--- src/rtl/spi_ram_arbiter.sv ---
`default_nettype none
// ============================================================================
// Module   : spi_ram_arbiter
// Purpose  : Decodes SPI command words into RAM accesses and round-robins the
//            single RAM port between the SPI side and a local host.
// Revision : 1.0 - initial release
// ============================================================================
module spi_ram_arbiter #(
    parameter int ADDR_SIZE = 8,
    parameter int DATA_W    = 8
) (
    input  logic                 clk,
    input  logic                 rst,
    input  logic [9:0]           rx_data,
    input  logic                 rx_valid,
    output logic [DATA_W-1:0]    tx_data,
    output logic                 tx_valid,
    output logic                 spi_drop,
    input  logic                 h_req,
    input  logic                 h_we,
    input  logic [ADDR_SIZE-1:0] h_addr,
    input  logic [DATA_W-1:0]    h_wdata,
    output logic                 h_gnt,
    output logic [DATA_W-1:0]    h_rdata,
    output logic                 h_rvalid,
    output logic [ADDR_SIZE-1:0] ram_addr,
    output logic [DATA_W-1:0]    ram_din,
    output logic                 ram_we,
    output logic                 ram_re,
    input  logic [DATA_W-1:0]    ram_dout
);

    localparam logic [1:0] c_IDLE      = 2'd0;
    localparam logic [1:0] c_ACCESS    = 2'd1;
    localparam logic [1:0] c_READ_WAIT = 2'd2;

    localparam logic [1:0] c_OP_SET_WA = 2'b00;
    localparam logic [1:0] c_OP_WRITE  = 2'b01;
    localparam logic [1:0] c_OP_SET_RA = 2'b10;
    localparam logic [1:0] c_OP_READ   = 2'b11;

    logic [1:0]           r_state;
    logic [1:0]           w_next_state;
    logic                 w_grant_spi;
    logic                 w_grant_host;

    logic [ADDR_SIZE-1:0] w_payload_addr;
    logic [DATA_W-1:0]    w_payload_data;

    logic [ADDR_SIZE-1:0] r_wr_addr;
    logic [ADDR_SIZE-1:0] r_rd_addr;
    logic                 r_spi_pend;
    logic                 r_pend_we;
    logic [ADDR_SIZE-1:0] r_pend_addr;
    logic [DATA_W-1:0]    r_pend_data;
    logic                 r_last_host;
    logic                 r_owner_host;

    logic [ADDR_SIZE-1:0] r_ram_addr;
    logic [DATA_W-1:0]    r_ram_din;
    logic                 r_ram_we;
    logic                 r_ram_re;
    logic                 r_h_gnt;
    logic [DATA_W-1:0]    r_h_rdata;
    logic                 r_h_rvalid;
    logic [DATA_W-1:0]    r_tx_data;
    logic                 r_tx_valid;
    logic                 r_spi_drop;

    generate
        if (ADDR_SIZE > 8) begin : g_addr_zext
            assign w_payload_addr = {{(ADDR_SIZE-8){1'b0}}, rx_data[7:0]};
        end else begin : g_addr_trunc
            assign w_payload_addr = rx_data[ADDR_SIZE-1:0];
        end
    endgenerate

    assign w_payload_data = rx_data[DATA_W-1:0];

    always_ff @(posedge clk) begin
        if (rst) begin
            r_state <= c_IDLE;
        end else begin
            r_state <= w_next_state;
        end
    end

    // On contention the side that did not win last time gets the port.
    always_comb begin
        w_next_state = r_state;
        w_grant_spi  = 1'b0;
        w_grant_host = 1'b0;
        case (r_state)
            c_IDLE: begin
                if (r_spi_pend && h_req) begin
                    w_grant_spi  = r_last_host;
                    w_grant_host = !r_last_host;
                end else begin
                    w_grant_spi  = r_spi_pend;
                    w_grant_host = h_req;
                end
                if (w_grant_spi || w_grant_host) begin
                    w_next_state = c_ACCESS;
                end
            end
            c_ACCESS:    w_next_state = r_ram_re ? c_READ_WAIT : c_IDLE;
            c_READ_WAIT: w_next_state = c_IDLE;
            default:     w_next_state = c_IDLE;
        endcase
    end

    always_ff @(posedge clk) begin
        if (rst) begin
            r_wr_addr    <= '0;
            r_rd_addr    <= '0;
            r_spi_pend   <= 1'b0;
            r_pend_we    <= 1'b0;
            r_pend_addr  <= '0;
            r_pend_data  <= '0;
            r_last_host  <= 1'b1;
            r_owner_host <= 1'b0;
            r_ram_addr   <= '0;
            r_ram_din    <= '0;
            r_ram_we     <= 1'b0;
            r_ram_re     <= 1'b0;
            r_h_gnt      <= 1'b0;
            r_h_rdata    <= '0;
            r_h_rvalid   <= 1'b0;
            r_tx_data    <= '0;
            r_tx_valid   <= 1'b0;
            r_spi_drop   <= 1'b0;
        end else begin
            r_ram_we   <= 1'b0;
            r_ram_re   <= 1'b0;
            r_h_gnt    <= 1'b0;
            r_h_rvalid <= 1'b0;
            r_spi_drop <= 1'b0;

            // RAM controls are registered on the IDLE->ACCESS edge.
            if (w_grant_spi) begin
                r_ram_addr   <= r_pend_addr;
                r_ram_we     <= r_pend_we;
                r_ram_re     <= !r_pend_we;
                r_owner_host <= 1'b0;
                r_last_host  <= 1'b0;
                if (r_pend_we) begin
                    r_ram_din <= r_pend_data;
                end
            end else if (w_grant_host) begin
                r_ram_addr   <= h_addr;
                r_ram_we     <= h_we;
                r_ram_re     <= !h_we;
                r_h_gnt      <= 1'b1;
                r_owner_host <= 1'b1;
                r_last_host  <= 1'b1;
                if (h_we) begin
                    r_ram_din <= h_wdata;
                end
            end

            if (r_state == c_ACCESS && !r_owner_host) begin
                r_spi_pend <= 1'b0;
            end

            // spi_pend is still set during its consuming ACCESS, so one test covers both drop cases.
            if (rx_valid) begin
                case (rx_data[9:8])
                    c_OP_SET_WA: r_wr_addr <= w_payload_addr;
                    c_OP_SET_RA: r_rd_addr <= w_payload_addr;
                    c_OP_WRITE, c_OP_READ: begin
                        if (r_spi_pend) begin
                            r_spi_drop <= 1'b1;
                        end else begin
                            r_spi_pend  <= 1'b1;
                            r_pend_we   <= (rx_data[9:8] == c_OP_WRITE);
                            r_pend_addr <= (rx_data[9:8] == c_OP_WRITE) ? r_wr_addr : r_rd_addr;
                            r_pend_data <= w_payload_data;
                        end
                    end
                    default: ;
                endcase
            end

            if (r_state == c_READ_WAIT && !r_owner_host) begin
                r_tx_data  <= ram_dout;
                r_tx_valid <= 1'b1;
            end else if (rx_valid) begin
                r_tx_valid <= 1'b0;
            end

            if (r_state == c_READ_WAIT && r_owner_host) begin
                r_h_rdata  <= ram_dout;
                r_h_rvalid <= 1'b1;
            end
        end
    end

    assign tx_data  = r_tx_data;
    assign tx_valid = r_tx_valid;
    assign spi_drop = r_spi_drop;
    assign h_gnt    = r_h_gnt;
    assign h_rdata  = r_h_rdata;
    assign h_rvalid = r_h_rvalid;
    assign ram_addr = r_ram_addr;
    assign ram_din  = r_ram_din;
    assign ram_we   = r_ram_we;
    assign ram_re   = r_ram_re;

endmodule
`default_nettype wire
--- config.mk ---
export PLATFORM = sky130hd
export DESIGN_NAME = spi_ram_arbiter
export DESIGN_NICKNAME = d
export VERILOG_FILES = /design/src/rtl/spi_ram_arbiter.sv
export SDC_FILE = /design/constraint.sdc
export NUM_CORES = 1
export LEC_CHECK = 0
export BUFFER_PORTS_ARGS = -buffer_cell sky130_fd_sc_hd__buf_2
export CAP_MARGIN = 10
export CORE_UTILIZATION = 52
export CTS_BUF_LIST = sky130_fd_sc_hd__clkbuf_16
export CTS_CLUSTER_DIAMETER = 40
export CTS_CLUSTER_SIZE = 28
export DETAILED_ROUTE_END_ITERATION = 16
export GPL_ROUTABILITY_DRIVEN = 0
export GPL_TIMING_DRIVEN = 0
export PLACE_DENSITY = 0.79
export SLEW_MARGIN = 15
export SYNTH_ARGS = -nofsm -noshare
export SYNTH_HDL_FRONTEND = slang
export SYNTH_SLANG_ARGS = --single-unit
--- constraint.sdc ---
create_clock -name clk -period 1.94 [get_ports clk]
set_input_delay 0.097 -clock clk [delete_from_list [all_inputs] [get_ports clk]]
set_output_delay 0.097 -clock clk [all_outputs]
set_load 0.005 [all_outputs]
# Word-level counts from Yosys, hierarchy flattened

Cells that the tools add are included.

Output and inout bits: 38
Memories: 0
Word-level logic and storage cells: 81
Flip-flop bits (word level): 76
Bits in writable memories: 0
Bits of input ports: 39
Latch bits: 0
ROM bits: 0

Div/mod/pow operators: 0
Bitwise gates (word level): 3
Multiply operators: 0
Magnitude comparators: 0
Equality and inequality tests: 7
$add $sub $neg: 0
Mux-type cells: 31
Reductions and logical operators: 21
Shifts and indexed selects: 0

Operators by type and width:

| kind               | number |
|---|---|
| $mux 8             | 7 |
| $mux 1             | 21 |
| $eq 2x2->1 const B | 3 |
| $reduce_and 3->1   | 2 |
| $reduce_bool 2->1  | 3 |
| $eq 2x1->1 const B | 2 |
| $logic_and 1x1->1  | 4 |
| $logic_not 1->1    | 4 |
| $logic_not 2->1    | 2 |
| $mux 2             | 2 |
| $pmux 2 s2         | 1 |
| $reduce_and 2->1   | 2 |
| $reduce_or 2->1    | 2 |
| $not 1->1          | 3 |
| $reduce_or 3->1    | 1 |
| $ne 2x1->1 const B | 1 |
| $ne 2x2->1 const B | 1 |
| $logic_or 1x1->1   | 1 |

# Depth between registers and ports, before layout

Gate-level depths: netlist (run 1).

Depth in word-level cells: 6
Mapped depth: 7
Gate-level depth less buffers: 4

# Least setup slack after synthesis (run 1)

Ideal clock, no wire load.

Path kind: reg-to-reg
Start point: reg r_state[0]
End point: reg r_ram_din[2] (netlist: ram_din[2])
Cell stages (with the launch flop): 7
Library setup time: 0.133 ns
Arrival time: 1.448 ns
Slack: 0.359 ns
Cell sequence: dfxtp_1 or3b_1 buf_2 a211oi_4 or2_1 buf_4 a311oi_1

Cells in the longest elaborated chain, start to end: 4

Ends and longest elaborated chain:

| what                                                             | RTL line | RTL |
|---|---|---|
| start, declared                                                  | 42       | `logic [1:0] r_state;` |
| start signal, assigned                                           | 82       | `r_state <= c_IDLE;` |
| start signal, assigned                                           | 84       | `r_state <= w_next_state;` |
| $logic_not 2->1 *                                                | 93       | `case (r_state)` |
| $mux 1                                                           | 93       |  |
| $ne 2x1->1 (no source line) or $reduce_bool 2->1 (tied branches) | --       |  |
| $reduce_and 3->1 (no source line)                                | --       |  |
| end signal, assigned                                             | 147      | `r_ram_din <= r_pend_data;` |
| end signal, assigned                                             | 157      | `r_ram_din <= h_wdata;` |
| end, declared                                                    | 60       | `logic [DATA_W-1:0] r_ram_din;` |

Mark *: on every way between the ends. The rest lies on a longest branch, timed or not.
A chain may end at the register's enable or synchronous reset.

# Worst setup path in the final report (run 1)

Start point: reg r_state[0]
End point: reg r_ram_din[0] (netlist: ram_din[0])

Same word-level chain as after synthesis.

==> results of run 1 <==
-- report_power, final --
part / switching, W / internal, W / total, W
Clock: 0.000611 / 0.000976 / 0.00159
Combinational: 0.000197 / 0.000151 / 0.000348
Sequential: 0.0000449 / 0.00164 / 0.00168
Total: 0.000853 / 0.00277 / 0.00362
-- logic make-up (layout without fill, tap and decap cells) --
kind of cell    after synthesis  in the layout  synth area share
buf+inv                      26            119            0.0378
mux                          33             33             0.113
flops                        76             76             0.522
simple gates                151            151             0.221
compound gates               39             39             0.106
-- Yosys cell counts --
cell      instances
nor3_1           10
a211oi_4          1
nand2_1          66
nand2b_1          3
buf_1             2
nand3b_1          2
and2_1            1
or2_1             1
a21oi_2           1
a21oi_1          10
buf_2             4
and2b_1           1
or3b_1            1
mux2i_1          33
nor2b_1           1
nor3_2            1
a211oi_1          1
o21ai_0           1
inv_1             2
and3_1            1
nor3b_1           5
a21o_1            1
dfxtp_1          76
buf_4             2
a311oi_1         24
nor4_1            1
or2_2             2
clkbuf_1         16
nor2_1           55
-- worst max-delay path, stage by stage (launching register included) --
cell	delay [ns]
dfxtp_1	0.36
or3b_1	0.38
buf_2	0.16
a211oi_4	0.34
or2_1	0.16
buf_4	0.15
a311oi_1	0.09
-- worst paths after layout --
path | start | endpoint | slack, ns | depth (start not counted)
max | r_state[0] | ram_din[0] | 0.17 | 6
min | ram_dout[7] | h_rdata[7] | 0.02 | 3
max reg2reg | r_state[0] | ram_din[0] | 0.17 | 6
min reg2reg | r_pend_data[5] | r_pend_data[5] | 0.46 | 2
-- state kept, by name, summed over array words and instances, names as in the netlist, 2 cells and up --
name,cells
h_rdata,8
ram_din,8
r_state,2
r_rd_addr,8
r_pend_addr,8
ram_addr,8
tx_data,8
r_pend_data,8
r_wr_addr,8
-- area by class of cell --
class	count	area, sq um	area share
plain buffers	24	103	0.0279
clock buffers	9	225	0.0611
clock inverters	7	58.8	0.0160
inverters	2	7.51	0.00204
multi-input cells	223	1290	0.350
flip-flops and latches	76	1520	0.413
well taps	70	87.6	0.0238
repair buffers	77	390	0.106
-- per-layer routing --
metal	wire length [microns]	share of wire
met5	0	0
met4	101	0.015
met3	354	0.052
met2	3150	0.46
met1	3200	0.47
-- through the flow --
step                      hold WS [ns]  std cells  cell area, sq um  utilization  total power [W]
after floorplan                  0.181        325              2920            -          0.00192
after global placement           0.303        471              3380        0.646          0.00205
after detailed placement         0.305        471              3380        0.646          0.00206
after CTS                       0.0127        488              3680        0.702          0.00363
after global routing            0.0340        488              3680        0.703          0.00374
final                           0.0204        488              3680        0.703          0.00362
-- repair_timing --
action,4_1_cts,5_1_grt
gates resized for setup,0,1
hold buffers,1,0
setup endpoints to repair,0,9
hold endpoints to repair,1,0
==> impl_metrics.json, run 1 <==
{
  "io_buffers": 76,
  "cts_buffers": 9,
  "drc": 0,
  "die-area_sq_um": 5910,
  "synth_top_area_frac": 0.522,
  "ys_seq_area_frac": 0.522,
  "ys.warnings.count": 0,
  "core_area_sq_um": 5240,
  "grt_max_degree": 13,
  "postRouteAntennaNets": 0,
  "final_common_cell": "buf_2",
  "synth-seq-cells": 76,
  "num-fill-cells": 403,
  "tightest_slew_ns": 0.917,
  "met3_usage": 0.0583,
  "post-place-ws_ns": 0.172,
  "powerDensity_nw_per_um2": 983,
  "postCtsSetupRepairBufs": 0,
  "clockRootBuffer": "clkbuf_16",
  "setup_tns_ns": 0,
  "std_cell_rows": 26,
  "drt-total-wl_mm": 6.81,
  "hpwl_mm": 4.78,
  "timing.slew.headroom": 0.385,
  "synth_cell_types": 29,
  "num_vias": 2539,
  "dieWidth_microns": 76.9,
  "synth_area_leader_cell": "dfxtp_1",
  "grt_overflow_total": 0,
  "track_usage": 0.243,
  "end_kind": "flip-flop",
  "setup_viol_count_final": 0,
  "initial_core_util": 0.557,
  "layout_common_cells": "buf_2, dfxtp_1, nand2_1, nor2_1, mux2i_1",
  "clk_pin_slew_ns": 0.06,
  "post-route-period-util": 0.912,
  "antenna_cells": 0,
  "cts_tree": "yes",
  "cts_max_level": 3,
  "final_nets": 452,
  "grt_antenna_before_repair": 0,
  "clk_latency_ns": 0.33,
  "grt_first_pass_wirelength_mm": 11.3,
  "worst_ir_drop_vdd_mv": 0.652,
  "cp.required_ns": 2.13,
  "leakage_nw": 1.67,
  "status": "finished clean",
  "io_pins": 77,
  "cp.arrival_ns": 1.96,
  "grt_use_met1": 0.319,
  "synth.area.top_cells": "dfxtp_1, mux2i_1, nand2_1",
  "layout-drive-gt1-share": 0.242,
  "cts_sinks": 76,
  "rsz0062_at_grt": "no",
  "cts.path.max_buffers": 2,
  "drv_cap": 0,
  "fin_ws_ns": 0.170,
  "maxSlewViolCount": 0,
  "top_usage_layer": "met2",
  "synthCells": 325,
  "fmax_mhz": 565,
  "critical_path_class": "flip-flop to flip-flop",
  "drt-initial-drc-count": 143,
  "path_max_fanout": 9,
  "min_path_type": "input port to flip-flop",
  "wl_per_cell_microns": 14.0,
  "first_pass_iters": 4,
  "grt_pass1_vias": 2376,
  "synth_fp_nets": 364,
  "clock_skew_ns": 0.00438,
  "syn_area_sq_um": 2920,
  "period_needed_ns": 1.77,
  "area_growth_pct": 26.3,
  "viasPerCell": 5.20,
  "syn_avg_cell_area_sq_um": 8.97,
  "hold_viol_final": 0,
  "die_h_microns": 76.9,
  "start_kind": "flip-flop",
  "gr-usage-met2": 0.380
}
No activity file was read; power rests on OpenSTA's default activity.
==> inputs of run 2 (changes only) <==
--- a/config.mk
+++ b/config.mk
@@ -7,6 +7,7 @@
 export LEC_CHECK = 0
 export BUFFER_PORTS_ARGS = -buffer_cell sky130_fd_sc_hd__buf_2
 export CAP_MARGIN = 10
+export CORE_ASPECT_RATIO = 0.5
 export CORE_UTILIZATION = 52
 export CTS_BUF_LIST = sky130_fd_sc_hd__clkbuf_16
 export CTS_CLUSTER_DIAMETER = 40
@@ -14,6 +15,7 @@
 export DETAILED_ROUTE_END_ITERATION = 16
 export GPL_ROUTABILITY_DRIVEN = 0
 export GPL_TIMING_DRIVEN = 0
+export MAX_ROUTING_LAYER = met4
 export PLACE_DENSITY = 0.79
 export SLEW_MARGIN = 15
 export SYNTH_ARGS = -nofsm -noshare
==> run 2 against run 1 <==
Compared with the run above:
- via count is 1.6% higher
- global-route usage is 1.7 points higher
- cell count is 0.20% lower
- critical path depth stayed put
- worst hold slack better by 0.0017 ns
- maximum frequency is 1.5% lower
- sequential share of layout area is 0.070 points lower
==> impl_metrics.json, run 2 (same netlist as run 1, synthesis figures left out) <==
{
  "postCtsSetupRepairBufs": 0,
  "fmax_mhz": 557,
  "cts_buffers": 9,
  "worst_ir_drop_vdd_mv": 0.583,
  "timing.slew.headroom": 0.467,
  "grt_pass1_vias": 2314,
  "core_area_sq_um": 5160,
  "r2r-start": "r_state[0]",
  "setup_tns_ns": 0,
  "start_kind": "flip-flop",
  "multiInputGateArea_sq_um": 1290,
  "postRouteAntennaNets": 0,
  "layout_common_cells": "buf_2, dfxtp_1, nand2_1, nor2_1, mux2i_1",
  "drt-initial-drc-count": 111,
  "end_kind": "flip-flop",
  "num_vias": 2580,
  "period_needed_ns": 1.80,
  "critical_path.slowest_cell": "or3b_1",
  "initial_core_util": 0.566,
  "min_path_type": "input port to flip-flop",
  "hpwl_mm": 5.19,
  "placed_cell_area_sq_um": 3380,
  "clockPowerShare": 0.441,
  "r2r_end": "ram_din[4]",
  "cts_tree": "yes",
  "design_area_sq_um": 3690,
  "p_int_w": 0.00278,
  "drt-total-wl_mm": 7.10,
  "hold_viol_final": 0,
  "dieWidth_microns": 108,
  "crit_chain": "or3b_1 > buf_2 > a211oi_4 > or2_1 > buf_4 > a311oi_1",
  "cts.path.max_buffers": 2,
  "clockRootBuffer": "clkbuf_16",
  "post-route-period-util": 0.926,
  "grt_antenna_before_repair": 0,
  "wl_per_cell_microns": 14.6,
  "holdPathStages": 2,
  "grt_overflow_total": 0,
  "status": "finished clean",
  "regArea_sq_um": 1520,
  "antenna_cells": 0,
  "whs_endpoint": "r_pend_we",
  "num-fill-cells": 406,
  "path_delay_family": "simple AND/OR/NAND/NOR gates",
  "track_usage": 0.260,
  "cp.arrival_ns": 1.99,
  "drc": 0,
  "final_common_cell": "buf_2",
  "maxSlewViolCount": 0,
  "p_sw_w": 0.000862,
  "p_sw_frac": 0.237,
  "drv_cap": 0,
  "die_h_microns": 55.0,
  "viasPerCell": 5.30,
  "final_nets": 452,
  "critical_path_class": "flip-flop to flip-flop",
  "min-delay-start": "rx_data[9]",
  "path_depth": 6,
  "seqPwrFrac": 0.463,
  "clk_latency_ns": 0.33,
  "powerDensity_nw_per_um2": 986,
  "std_cell_rows": 18,
  "reg2reg_depth": 6,
  "rsz0062_at_grt": "no",
  "leakage_nw": 1.66,
  "path_max_fanout": 9,
  "clk_pin_slew_ns": 0.06,
  "critical_path_buf_inv_count": 2,
  "grt_max_degree": 14,
  "cts_max_level": 3,
  "cts_sinks": 76,
  "io_pins": 77,
  "first_pass_iters": 4,
  "setup_viol_count_final": 0,
  "tightest_slew_ns": 0.795,
  "layout-drive-gt1-share": 0.245,
  "grt_first_pass_wirelength_mm": 11.1,
  "die-area_sq_um": 5930,
  "area_growth_pct": 26.5,
  "cp.required_ns": 2.13,
  "io_buffers": 76,
  "comb_power_share": 0.096,
  "clock_skew_ns": 0.00876,
  "r2r_slack_ns": 0.14,
  "cpPeakStageDelay_ns": 0.38
}
==> run 2: worst register-to-register path: cells and delay by family, from the launching register on <==
family / cells / cell delay (ns)
buffers and inverters: 2 / 0.31
AND/OR/NAND/NOR: 2 / 0.54
flip-flops: 1 / 0.36
AO/OA/AOI/OAI: 2 / 0.45
==> run 2: final cells by class <==
class	instances	share of cell area
Buffer	24	0.0278
Clock buffer	9	0.0610
Clock inverter	6	0.0176
Inverter	2	0.00203
Multi-Input combinational cell	223	0.350
Sequential cell	76	0.412
Tap cell	70	0.0237
Timing Repair Buffer	77	0.106
==> run 2: worst max-delay path by stage <==
stage	from	end	slack, ns
after floorplan	r_state[0]	ram_din[2]	0.36
after global placement	r_state[0]	ram_din[0]	0.21
final	r_state[0]	ram_din[4]	0.14
after detailed placement	r_state[0]	ram_din[1]	0.17
after CTS	r_spi_pend	ram_din[4]	0.12
after global routing	r_state[0]	ram_addr[5]	0.04
==> run 2: power by group through the flow <==
stage               logic (W)  registers [W]  clock network [W]
global route         0.000388        0.00169            0.00169
detailed placement   0.000344        0.00172                  0
floorplan            0.000205        0.00171                  0
global placement     0.000332        0.00171                  0
CTS                  0.000350        0.00168            0.00162
finish               0.000350        0.00169            0.00160
==> run 2: repair_timing <==
action / 4_1_cts / 5_1_grt
hold buffers: 1 / 0
gates resized for setup: 0 / 1
endpoints found under the hold margin: 1 / 0
setup endpoints to repair: 0 / 5
==> run 2: metrics by stage <==
| stage | utilization | total power (W) | setup WS [ns] | hold WS [ns] | cells |
|---|---|---|---|---|---|
| global placement | 0.656 | 0.00204 | 0.214 | 0.296 | 471 |
| global route | 0.715 | 0.00377 | 0.0404 | 0.0248 | 487 |
| finish | 0.715 | 0.00364 | 0.144 | 0.0221 | 487 |
| CTS | 0.714 | 0.00366 | 0.125 | 0.0102 | 487 |
| floorplan | - | 0.00192 | 0.359 | 0.181 | 325 |
| detailed placement | 0.656 | 0.00206 | 0.172 | 0.303 | 471 |
==> run 2: per-layer routing <==
metal | routed length, microns | global-route usage
met1 | 3310 | 0.327
met2 | 3260 | 0.432
met3 | 517 | 0.0726
met4 | 14 | 0.0479
met5 | 0 | -
==> inputs of run 3 (changes only) <==
--- a/config.mk
+++ b/config.mk
@@ -8,7 +8,7 @@
 export BUFFER_PORTS_ARGS = -buffer_cell sky130_fd_sc_hd__buf_2
 export CAP_MARGIN = 10
 export CORE_ASPECT_RATIO = 0.5
-export CORE_UTILIZATION = 52
+export CORE_UTILIZATION = 40
 export CTS_BUF_LIST = sky130_fd_sc_hd__clkbuf_16
 export CTS_CLUSTER_DIAMETER = 40
 export CTS_CLUSTER_SIZE = 28
@@ -16,7 +16,6 @@
 export GPL_ROUTABILITY_DRIVEN = 0
 export GPL_TIMING_DRIVEN = 0
 export MAX_ROUTING_LAYER = met4
-export PLACE_DENSITY = 0.79
 export SLEW_MARGIN = 15
 export SYNTH_ARGS = -nofsm -noshare
 export SYNTH_HDL_FRONTEND = slang
==> run 3 against run 2 <==
Compared with the run above:
- die area grew 29%
- global-route usage shrank 5.0 points
- combinational power about the same
==> impl_metrics.json, run 3 (same netlist as run 1, synthesis figures left out) <==
{
  "status": "finished clean",
  "die-area_sq_um": 7660,
  "dp_cells": 493,
  "clock_skew_ns": 0.00471,
  "std_cell_rows": 21,
  "maxSlewViolCount": 0,
  "placed_cell_area_sq_um": 3410,
  "cts_sinks": 76,
  "io_buffers": 76,
  "r2r_end": "ram_din[4]",
  "p_int_w": 0.00278,
  "crit_chain": "or3b_1 > buf_2 > a211oi_4 > or2_1 > buf_4 > a311oi_1",
  "clk_latency_ns": 0.34,
  "drc": 0,
  "leakage_nw": 1.66,
  "grt_use_met1": 0.290,
  "clk_pin_slew_ns": 0.06,
  "core_area_sq_um": 6860,
  "seqPwrFrac": 0.460,
  "num_vias": 2534,
  "post-route-period-util": 0.925,
  "comb_power_share": 0.096,
  "top_usage_layer": "met1",
  "cp.required_ns": 2.14,
  "fin_cells": 510,
  "first_pass_iters": 4,
  "setup_tns_ns": 0,
  "grt_first_pass_wirelength_mm": 11.6,
  "antenna_cells": 0,
  "final_nets": 452,
  "gr-usage-met2": 0.278,
  "drv_cap": 0,
  "critical_path_buf_inv_count": 2,
  "cts_max_level": 3,
  "period_needed_ns": 1.79,
  "clockRootBuffer": "clkbuf_16",
  "grt_overflow_total": 0,
  "end_kind": "flip-flop",
  "cts_tree": "yes",
  "grt_max_degree": 14,
  "setup_viol_count_final": 0,
  "dieWidth_microns": 123,
  "whs_endpoint": "r_pend_we",
  "track_usage": 0.210,
  "reg2reg_depth": 6,
  "p_sw_frac": 0.242,
  "die_h_microns": 62.4,
  "viasPerCell": 4.97,
  "r2r-start": "r_state[0]",
  "layout_common_cells": "buf_2, dfxtp_1, nand2_1, nor2_1, mux2i_1",
  "worst_ir_drop_vdd_mv": 0.525,
  "critical_path_class": "flip-flop to flip-flop",
  "final_common_cell": "buf_2",
  "p_sw_w": 0.000889,
  "hpwl_mm": 5.26,
  "critical_path.slowest_cell": "or3b_1",
  "post-place-ws_ns": 0.178,
  "holdPathStages": 2,
  "start_kind": "flip-flop",
  "powerDensity_nw_per_um2": 984,
  "cts.path.max_buffers": 2,
  "r2r_slack_ns": 0.15,
  "min-delay-start": "rx_data[9]",
  "design_area_sq_um": 3730,
  "initial_core_util": 0.425,
  "min_path_type": "input port to flip-flop",
  "tightest_slew_ns": 0.829,
  "layout-drive-gt1-share": 0.246,
  "cts_buffers": 9,
  "met3_usage": 0.0812,
  "wl_per_cell_microns": 14.1,
  "rsz0062_at_grt": "no",
  "fmax_mhz": 557,
  "fin_ws_ns": 0.145,
  "clockPowerShare": 0.444,
  "path_delay_family": "simple AND/OR/NAND/NOR gates",
  "timing.slew.headroom": 0.444,
  "grt_pass1_vias": 2324,
  "io_pins": 77,
  "grt_antenna_before_repair": 0,
  "cpPeakStageDelay_ns": 0.38,
  "drt-total-wl_mm": 7.21,
  "area_growth_pct": 27.8,
  "drt-initial-drc-count": 146,
  "cp.arrival_ns": 2.00,
  "hold_viol_final": 0,
  "postRouteAntennaNets": 0,
  "path_max_fanout": 9
}
[run 3: worst max path at each step]
stage	startpoint	end	slack (ns)	cells past startpoint
floorplan	r_state[0]	ram_din[2]	0.36	6
global placement	r_state[0]	ram_din[0]	0.21	6
detailed placement	r_spi_pend	ram_addr[0]	0.18	5
CTS	r_state[0]	ram_addr[0]	0.15	5
global route	r_spi_pend	ram_din[4]	0.002	6
finish	r_state[0]	ram_din[4]	0.15	6
[run 3: worst reg2reg max path: cells and delay by family, from the launching register on]
family	cells	cell delay (ns)
simple gates	2	0.54
compound gates	2	0.43
flops	1	0.37
buf+inv	2	0.32
[run 3: per-layer routing]
layer,wire [microns],vias up
li1,-,1285
met3,579,8
met2,2880,81
met5,0,-
met4,55,0
met1,3690,1160
[run 3: stage by stage]
stage / power (W) / utilization / hold slack [ns]
3_5_place_dp: 0.00206 / 0.498 / 0.305
5_1_grt: 0.00384 / 0.544 / 0.00822
6_report: 0.00367 / 0.544 / 0.00828
3_3_place_gp: 0.00205 / 0.498 / 0.297
2_1_floorplan: 0.00192 / - / 0.181
4_1_cts: 0.00369 / 0.542 / 0.000268
[run 3: layout make-up]
type | count | area, sq um
buffer | 24 | 103
clock buffer | 9 | 225
clock inverter | 7 | 67.6
fill | 671 | 3130
inverter | 2 | 7.51
multi-input combinational | 223 | 1300
sequential | 76 | 1520
tap | 92 | 115
timing repair buffer | 77 | 390
[run 3: power groups by stage]
stage	Sequential [W]	Combinational (W)	Clock, W
global route	0.00169	0.000394	0.00175
CTS	0.00168	0.000350	0.00166
global placement	0.00171	0.000339	0
finish	0.00169	0.000351	0.00163
floorplan	0.00171	0.000205	0
detailed placement	0.00172	0.000346	0
[run 3: timing repair]
| action | in CTS | in global routing |
|---|---|---|
| endpoints found under the setup margin | 0 | 16 |
| hold buffers | 1 | 0 |
| endpoints found under the hold margin | 1 | 0 |
| gates resized for setup | 0 | 2 |
| setup buffers | 0 | 0 |
